===== config.mk =====
export PLATFORM = sky130hd
export DESIGN_NAME = uart_rx_cfg
export DESIGN_NICKNAME = d
export VERILOG_FILES = /design/src/rtl/uart_pkg.sv /design/src/rtl/uart_rx_sampler.sv /design/src/rtl/uart_rx_cfg.sv
export SDC_FILE = /design/constraint.sdc
export NUM_CORES = 1
export LEC_CHECK = 0
export BUFFER_PORTS_ARGS = -buffer_cell sky130_fd_sc_hd__buf_2
export CAP_MARGIN = 20
export CORE_MARGIN = 2
export CORE_UTILIZATION = 40
export CTS_BUF_LIST = sky130_fd_sc_hd__clkbuf_16
export CTS_CLUSTER_SIZE = 10
export DETAILED_ROUTE_END_ITERATION = 10
export GPL_TIMING_DRIVEN = 1
export PLACE_DENSITY_LB_ADDON = 0.05
export SYNTH_ARGS = -nofsm -noshare
export SYNTH_HDL_FRONTEND = slang
export SYNTH_SLANG_ARGS = --single-unit

===== constraint.sdc =====
create_clock -name clk -period 1.6 [get_ports clk]
set_input_delay 0.24 -clock clk [delete_from_list [all_inputs] [get_ports clk]]
set_output_delay 0.24 -clock clk [all_outputs]
set_load 0.005 [all_outputs]

===== src/rtl/uart_pkg.sv =====
// Shared UART definitions: receiver FSM encoding, parity modes and a vote helper.
package uart_pkg;

  typedef enum logic [2:0] {
    ST_IDLE   = 3'd0,
    ST_START  = 3'd1,
    ST_DATA   = 3'd2,
    ST_PARITY = 3'd3,
    ST_STOP   = 3'd4
  } uart_state_e;

  localparam int PAR_NONE = 0;
  localparam int PAR_EVEN = 1;
  localparam int PAR_ODD  = 2;

  // Two-out-of-three majority used for noise-tolerant bit decisions.
  function automatic logic majority3(input logic a, input logic b, input logic c);
    return (a & b) | (a & c) | (b & c);
  endfunction

endpackage


===== src/rtl/uart_rx_sampler.sv =====
// Input conditioning for the UART receiver: 2-flop synchroniser, sample
// history advanced on the baud tick, majority vote and falling-edge detect.
// vote and fall include the sample being taken on the current tick, so at the
// sample point the vote spans that tick and the two before it.
module uart_rx_sampler
  import uart_pkg::*;
(
  input  logic clk,
  input  logic reset,
  input  logic bclk_en,
  input  logic rxd,
  output logic vote,
  output logic fall,
  output logic sample
);

  logic [1:0] sync;
  logic [1:0] hist;

  // Synchronise the asynchronous line every clk; idle level is high.
  always_ff @(posedge clk or posedge reset) begin
    if (reset) sync <= 2'b11;
    else       sync <= {sync[0], rxd};
  end

  assign sample = sync[1];

  // Keep the two previous tick samples; together with the live sample they
  // form the three-deep voting window.
  always_ff @(posedge clk or posedge reset) begin
    if (reset)        hist <= 2'b11;
    else if (bclk_en) hist <= {hist[0], sample};
  end

  assign vote = majority3(hist[1], hist[0], sample);
  assign fall = hist[0] & ~sample;

endmodule


===== src/rtl/uart_rx_cfg.sv =====
// Configurable UART receiver: oversampled start detection with false-start
// rejection, LSB-first data, optional parity, 1 or 2 stop bits, and a
// single-entry holding register with overrun reporting.
//
// Output handshake: rx_valid stays high while the holding register is full;
// a word is consumed on any clk edge where rx_valid & rx_ready. rx_data,
// frame_err and parity_err are stable while rx_valid is high and only change
// when a new word loads, which happens only if the register is empty or is
// being consumed on that same edge.
module uart_rx_cfg
  import uart_pkg::*;
#(
  parameter int DATA_BITS  = 8,
  parameter int OVERSAMPLE = 16,
  parameter int PARITY     = 0,
  parameter int STOP_BITS  = 1
) (
  input  logic                 clk,
  input  logic                 reset,
  input  logic                 bclk_en,
  input  logic                 rxd,
  output logic [DATA_BITS-1:0] rx_data,
  output logic                 rx_valid,
  input  logic                 rx_ready,
  output logic                 frame_err,
  output logic                 parity_err,
  output logic                 overrun,
  output logic                 busy,
  output logic [2:0]           state
);

  localparam int            CW         = $clog2(OVERSAMPLE);
  localparam logic [CW-1:0] CNT_LAST   = CW'(OVERSAMPLE - 1);
  localparam logic [CW-1:0] CNT_SAMPLE = CW'(OVERSAMPLE / 2 + 1);
  localparam logic [3:0]    LAST_DATA  = 4'(DATA_BITS - 1);
  localparam logic [3:0]    LAST_STOP  = 4'(STOP_BITS - 1);

  uart_state_e          state_q, state_d;
  logic [CW-1:0]        cnt;
  logic [3:0]           bitidx;
  logic [DATA_BITS-1:0] shreg;
  logic                 ferr_acc;
  logic                 perr_acc;
  logic                 vote;
  logic                 fall;
  logic                 line_unused;
  logic                 sample_pt;
  logic                 complete;
  logic                 frame_bad;

  // Raw synchronised level is available for probing; the frame logic uses
  // only the vote and the edge detect.
  uart_rx_sampler u_sampler (
    .clk     (clk),
    .reset   (reset),
    .bclk_en (bclk_en),
    .rxd     (rxd),
    .vote    (vote),
    .fall    (fall),
    .sample  (line_unused)
  );

  assign sample_pt = bclk_en && (cnt == CNT_SAMPLE);
  assign frame_bad = ferr_acc | ~vote;
  assign busy      = (state_q != ST_IDLE);
  assign state     = state_q;

  // FSM state register.
  always_ff @(posedge clk or posedge reset) begin
    if (reset) state_q <= ST_IDLE;
    else       state_q <= state_d;
  end

  // Next-state logic; complete marks the final stop-bit sample point.
  always_comb begin
    state_d  = state_q;
    complete = 1'b0;
    case (state_q)
      ST_IDLE: begin
        if (bclk_en && fall) state_d = ST_START;
      end
      ST_START: begin
        if (sample_pt) state_d = vote ? ST_IDLE : ST_DATA;
      end
      ST_DATA: begin
        if (sample_pt && bitidx == LAST_DATA)
          state_d = (PARITY != PAR_NONE) ? ST_PARITY : ST_STOP;
      end
      ST_PARITY: begin
        if (sample_pt) state_d = ST_STOP;
      end
      ST_STOP: begin
        if (sample_pt && bitidx == LAST_STOP) begin
          state_d  = ST_IDLE;
          complete = 1'b1;
        end
      end
      default: state_d = ST_IDLE;
    endcase
  end

  // Tick counter, bit index, data shifter and error accumulators. The tick on
  // which the falling edge is seen is count 0 of the start bit, so the
  // counter is loaded with 1 for the following tick.
  always_ff @(posedge clk or posedge reset) begin
    if (reset) begin
      cnt      <= '0;
      bitidx   <= '0;
      shreg    <= '0;
      ferr_acc <= 1'b0;
      perr_acc <= 1'b0;
    end else if (bclk_en) begin
      if (state_q == ST_IDLE) begin
        cnt      <= fall ? CW'(1) : '0;
        bitidx   <= '0;
        ferr_acc <= 1'b0;
        perr_acc <= 1'b0;
      end else begin
        cnt <= (cnt == CNT_LAST) ? '0 : cnt + 1'b1;
        if (cnt == CNT_SAMPLE) begin
          case (state_q)
            ST_DATA: begin
              shreg  <= {vote, shreg[DATA_BITS-1:1]};
              bitidx <= (bitidx == LAST_DATA) ? '0 : bitidx + 1'b1;
            end
            ST_PARITY: begin
              perr_acc <= (PARITY == PAR_ODD) ? ~(^shreg ^ vote) : (^shreg ^ vote);
            end
            ST_STOP: begin
              ferr_acc <= ferr_acc | ~vote;
              bitidx   <= bitidx + 1'b1;
            end
            default: ;
          endcase
        end
      end
    end
  end

  // Holding register: load on completion when empty or being drained this
  // edge; otherwise keep the old word and flag the lost frame.
  always_ff @(posedge clk or posedge reset) begin
    if (reset) begin
      rx_data    <= '0;
      rx_valid   <= 1'b0;
      frame_err  <= 1'b0;
      parity_err <= 1'b0;
      overrun    <= 1'b0;
    end else begin
      overrun <= 1'b0;
      if (complete && (!rx_valid || rx_ready)) begin
        rx_data    <= shreg;
        rx_valid   <= 1'b1;
        frame_err  <= frame_bad;
        parity_err <= perr_acc;
      end else begin
        if (complete)              overrun  <= 1'b1;
        if (rx_valid && rx_ready)  rx_valid <= 1'b0;
      end
    end
  end

endmodule


After elaboration in Yosys (flattened, before gate mapping). Index checks and enable logic that the tools add are counted.

Logic and storage cells: 86. Register bits: 37. Bits of input ports: 5. Output and inout bits: 16.

Bitwise gates (word level): 11. Add/subtract/negate cells: 2. Muxes and demuxes: 26. Equality and inequality tests: 12. Reduce and logical (&&, ||, !) cells: 22.

Operator list (count): $mux 4 (5); $mux 3 (5); $pmux 3 s5 (1); $mux 1 (13); $ne 2x2->1 const B (5); $reduce_and 3->1 (3); $add 4x1->4 const B (2); $eq 4x4->1 const B (2); $pmux 4 s2 (1); $reduce_bool 2->1 (4); $reduce_xor 8->1 (1); $eq 3x2->1 const B (2); $logic_and 1x1->1 (6); $reduce_bool 3->1 (2); $reduce_and 5->1 (1); $and 1x1->1 (4); $eq 4x3->1 const B (1); $logic_not 4->1 (1); $reduce_and 4->1 (1); $eq 3x1->1 const B (1); $eq 3x3->1 const B (1); $logic_not 3->1 (1); $not 1->1 (3); $or 1x1->1 (3); 4 further kinds (4).

Longest topological paths before layout.
Word-level depth: 8. Gate-level depth with buffers: 7. Gate-level depth less buffers: 6.

Cells and area by module. Synthesis repeated with hierarchy kept, for this count alone.

Cells, all modules: 154. Area, all modules: 1773.0 um^2.

Modules (own cells, without submodules): uart_rx_cfg (area an instance 1624.1 um^2, cells an instance 145, times used 1, sequential area each 825.8 um^2); uart_rx_sampler (area an instance 148.9 um^2, cells an instance 9, times used 1, sequential area each 105.1 um^2).

Least setup slack after synthesis. Ideal clock, no wire load.

Path kind: register to register. Start point: reg cnt[1]. End point: reg shreg[0]. Data arrival time: 1.487 ns. Setup time: 0.125 ns. Setup slack: -0.012 ns. Cell stages (with the launch flop): 6. Clock period less this slack: 1.612 ns. Path buffers: 0. Required time: 1.475 ns. Path through: dfrtp_1 inv_1 ha_1 nand4b_2 nor3_4 mux2_2.

Longest elaborated chain between the ends: 2.

Ends and longest elaborated chain: from (decl) (line uart_rx_cfg.sv:39) `logic [CW-1:0] cnt;`; from (signal assigned) (line uart_rx_cfg.sv:114) `cnt <= fall ? CW'(1) : '0;`; from (signal assigned) (line uart_rx_cfg.sv:119) `cnt <= (cnt == CNT_LAST) ? '0 : cnt + 1'b1;`; $eq 4x4->1 (line uart_rx_cfg.sv:120) `if (cnt == CNT_SAMPLE) begin`; $reduce_and 4->1 (no line); to (signal assigned) (line uart_rx_cfg.sv:123) `shreg <= {vote, shreg[DATA_BITS-1:1]};`; to (decl) (line uart_rx_cfg.sv:41) `logic [DATA_BITS-1:0] shreg;`.

Every way passes these cells. A chain may end at the register's enable or synchronous reset.

Worst setup path in the final report.
Start point: reg bitidx[0]. End point: reg rx_data[1].

Longest elaborated chain between the ends: 5.

Ends and longest elaborated chain: from (decl) (line uart_rx_cfg.sv:40) `logic [3:0] bitidx;`; from (signal assigned) (line uart_rx_cfg.sv:124) `bitidx <= (bitidx == LAST_DATA) ? '0 : bitidx + 1'b1;`; from (signal assigned) (line uart_rx_cfg.sv:131) `bitidx <= bitidx + 1'b1;`; $logic_not 4->1 (line uart_rx_cfg.sv:93) `if (sample_pt && bitidx == LAST_STOP) begin`; $logic_and 1x1->1 (line uart_rx_cfg.sv:93); $mux 1 (line uart_rx_cfg.sv:93); $mux 1 (line uart_rx_cfg.sv:78) `case (state_q)`; $logic_and 1x1->1 (line uart_rx_cfg.sv:151) `if (complete && (!rx_valid || rx_ready)) begin`; to (signal assigned) (line uart_rx_cfg.sv:152) `rx_data <= shreg;`; to (decl) (line uart_rx_cfg.sv:22) `output logic [DATA_BITS-1:0] rx_data,`.

Every way passes these cells.

==> flow_metrics.tcl <==
set metrics [dict create \
    status "finished with violations" \
    violations "setup timing" \
    grt_pass1_vias 1329 \
    synth-edff-count 0 \
    cap_violations 0 \
    initial_core_util_pct 41.3 \
    htreeDepth 2 \
    finalSetupViolCount 9 \
    ys_ff_latch 37 \
    cp_cell_sequence "inv_1 -> ha_1 -> and4bb_1 -> nand4_1 -> buf_12 -> mux2_4" \
    ant_nets 0 \
    critPathSlowestCell "dfrtp_1" \
    syn_inst 150 \
    layout_common_cells "dfrtp_1, buf_4, buf_2, nand2_1, mux2_2" \
    worstMarginPinSlew_ps 470 \
    critPathKind "register to register" \
    rows 24 \
    grt_max_degree 38 \
    crit_fanout 11 \
    drt_iter0_markers 32 \
    clkTransAtPathRegs_ps 50 \
    power_density_nw_per_um2 1310 \
    avgRoutedWirePerCell_microns 14.4 \
    fp.coreArea_sq_um 4350 \
    cts_num_sinks 37 \
    root_buffer "clkbuf_16" \
    max-vdd-ir-drop_uv 805 \
    leakagePower_nw 1.18 \
    dp_hpwl_microns 2560 \
    pre_cts_ws_ps -58.8 \
    critical_path.top_delay_family "simple AND/OR/NAND/NOR gates" \
    ys.flop_type "dfrtp_1" \
    post-route-util_pct 53.6 \
    max_stage_delay_ps 380 \
    synthDistinctLibCells 41 \
    cp.required_ps 1760 \
    clock.fmax_mhz 609 \
    n_antenna_cell 0 \
    dr.pass1.iters 4 \
    finalHoldViolCount 0 \
    grt_usage_pct 15.8 \
    cp-start-kind "register" \
    slew_viol_final 0 \
    grt_remaining_overflow 0 \
    yosysSeqAreaShare_pct 51.8 \
    drcViolationCount 0 \
    synthArstFlopShare_pct 100 \
    worst_setup_path_end_kind "register" \
    die-width_microns 71.0 \
    port_buffers 20 \
    antenna_found_initial 0 \
    grt_pass1_wl_microns 6210 \
    setup_ws_ps -41.2 \
    wl_microns 3570 \
    via_count 1265 \
    post_route_cells_drive_above_1_share_pct 42.6 \
    cts_hold_buffers 0 \
    hold_class "primary input to async pin" \
    place.gp.congestion 0.806 \
    skew_ps 3.37 \
    cts_setup_buffers 0 \
    clock_latency_ps 280 \
    crit_path_start "bitidx[0]" \
    netlist_area_sq_um 1800 \
    period_needed_ps 1640 \
    crit-reg2reg-launch "bitidx[0]" \
    worst-endpoint-arrival_ps 1800 \
    maxSlewHeadroom_pct 68.7 \
    rsz0062_at_grt "yes" \
    cts_buffer_depth 2 \
    cts_tree "done" \
    fin_crit_sh_pct 103 \
    numCtsBuffers 5 \
    yosys_warnings 0 \
    crit_buf_inv 2 \
    final_common_cell "dfrtp_1" \
    die_area_sq_um 5040 \
    syn_nets 159 \
    finalNetCount 204 \
    die_height_microns 71.0 \
    io_pins 21 \
    synth_area_per_cell_sq_um 12.0 \
    vias_per_cell 5.12 \
    syn_to_final_growth_pct 29.8 \
]
==> metrics by stage <==
step	power, W	setup TNS [ps]	instances	area [sq um]	hold WS [ps]
global route	0.00325	-1050	247	2330	57.8
finish	0.00305	-325	247	2330	60.2
CTS	0.00304	-477	248	2310	57.5
detailed placement	0.00193	-465	241	2140	349
floorplan	0.00158	0	150	1800	244
global placement	0.00191	-366	241	2140	348
==> per-layer routing <==
metal | track usage (%) | vias to the layer above | wire [microns]
met4 | 5.03 | 0 | 62
met5 | 0 | - | 0
met3 | 4.42 | 9 | 120
li1 | - | 615 | -
met1 | 21.2 | 620 | 1720
met2 | 24.8 | 21 | 1660
==> sequential cells by signal, indices dropped and copies added (netlist names) <==
name,flops
bitidx,4
cnt,4
ferr_acc,1
frame_err,1
overrun,1
parity_err,1
perr_acc,1
rx_data,8
rx_valid,1
shreg,8
state,3
u_sampler.hist,2
u_sampler.sync,2
==> power breakdown <==
group / leakage, nW / switching, W / internal (W) / total, W
clock: 0.0797 / 0.000349 / 0.000722 / 0.00107
sequential: 0.487 / 0.000141 / 0.00104 / 0.00119
combinational: 0.614 / 0.000392 / 0.000401 / 0.000793
total: 1.18 / 0.000882 / 0.00217 / 0.00305
==> worst paths after layout <==
kind,end,slack (ps),cells past startpoint
worst max-delay path,rx_data[1],-40,6
worst min-delay path,cnt[3],60,3
worst max register to register,rx_data[1],-40,6
worst min register to register,u_sampler.sync[1],350,0
max in group asynchronous,state[1],1180,3
min in group clk,u_sampler.sync[0],60,1
==> logic make-up (layout without fill, tap and decap cells) <==
group                    count (synthesis)  in the layout  share of synthesized area (%)
buffers and inverters                   12             57                           2.92
XOR/XNOR                                 8              8                           4.67
AND/OR/NAND/NOR                         47             47                           15.5
flip-flops                              37             37                           51.8
AO/OA/AOI/OAI                           21             21                           7.59
multiplexers                            20             20                           14.1
adder cells (fa/ha/maj)                  5              5                           3.34
==> area by class of cell <==
class	count	area [sq um]
repair buffers	43	298
inverters	7	26.3
multi-input cells	101	851
clock inverters	2	35.0
fillers	391	2020
flip-flops and latches	37	932
well taps	52	65.1
clock buffers	5	125
==> Yosys cell counts, types with 2 or more instances <==
library cell	n	area, sq um
nand4_1	2	12.5
o21ai_0	8	40.0
mux2_2	11	124
nand2b_1	6	37.5
dfstp_2	4	105
inv_1	7	26.3
or3_1	2	12.5
buf_2	2	10.0
ha_1	4	50.1
mux2_4	8	120
xnor2_1	6	52.6
nor2_1	7	26.3
nand2_1	13	48.8
nand3_1	7	35.0
dfrtp_1	33	826
nor3_4	2	32.5
a21oi_1	2	10.0
o211ai_1	3	22.5
==> worst reg2reg max path, delay by kind of cell (launching register included) <==
family	cells	cell delay [ps]
DFF	1	380
muxes	1	290
adders and majority gates	1	170
and+or+nand+nor	2	420
buffers and inverters	2	270
==> timing repair <==
| action | 4_1_cts | 5_1_grt |
|---|---|---|
| pin swaps | 1 | 3 |
| gates resized for setup | 2 | 8 |
| endpoints found under the setup margin | 13 | 25 |
Note: power is estimated with default switching activity, not from simulation.
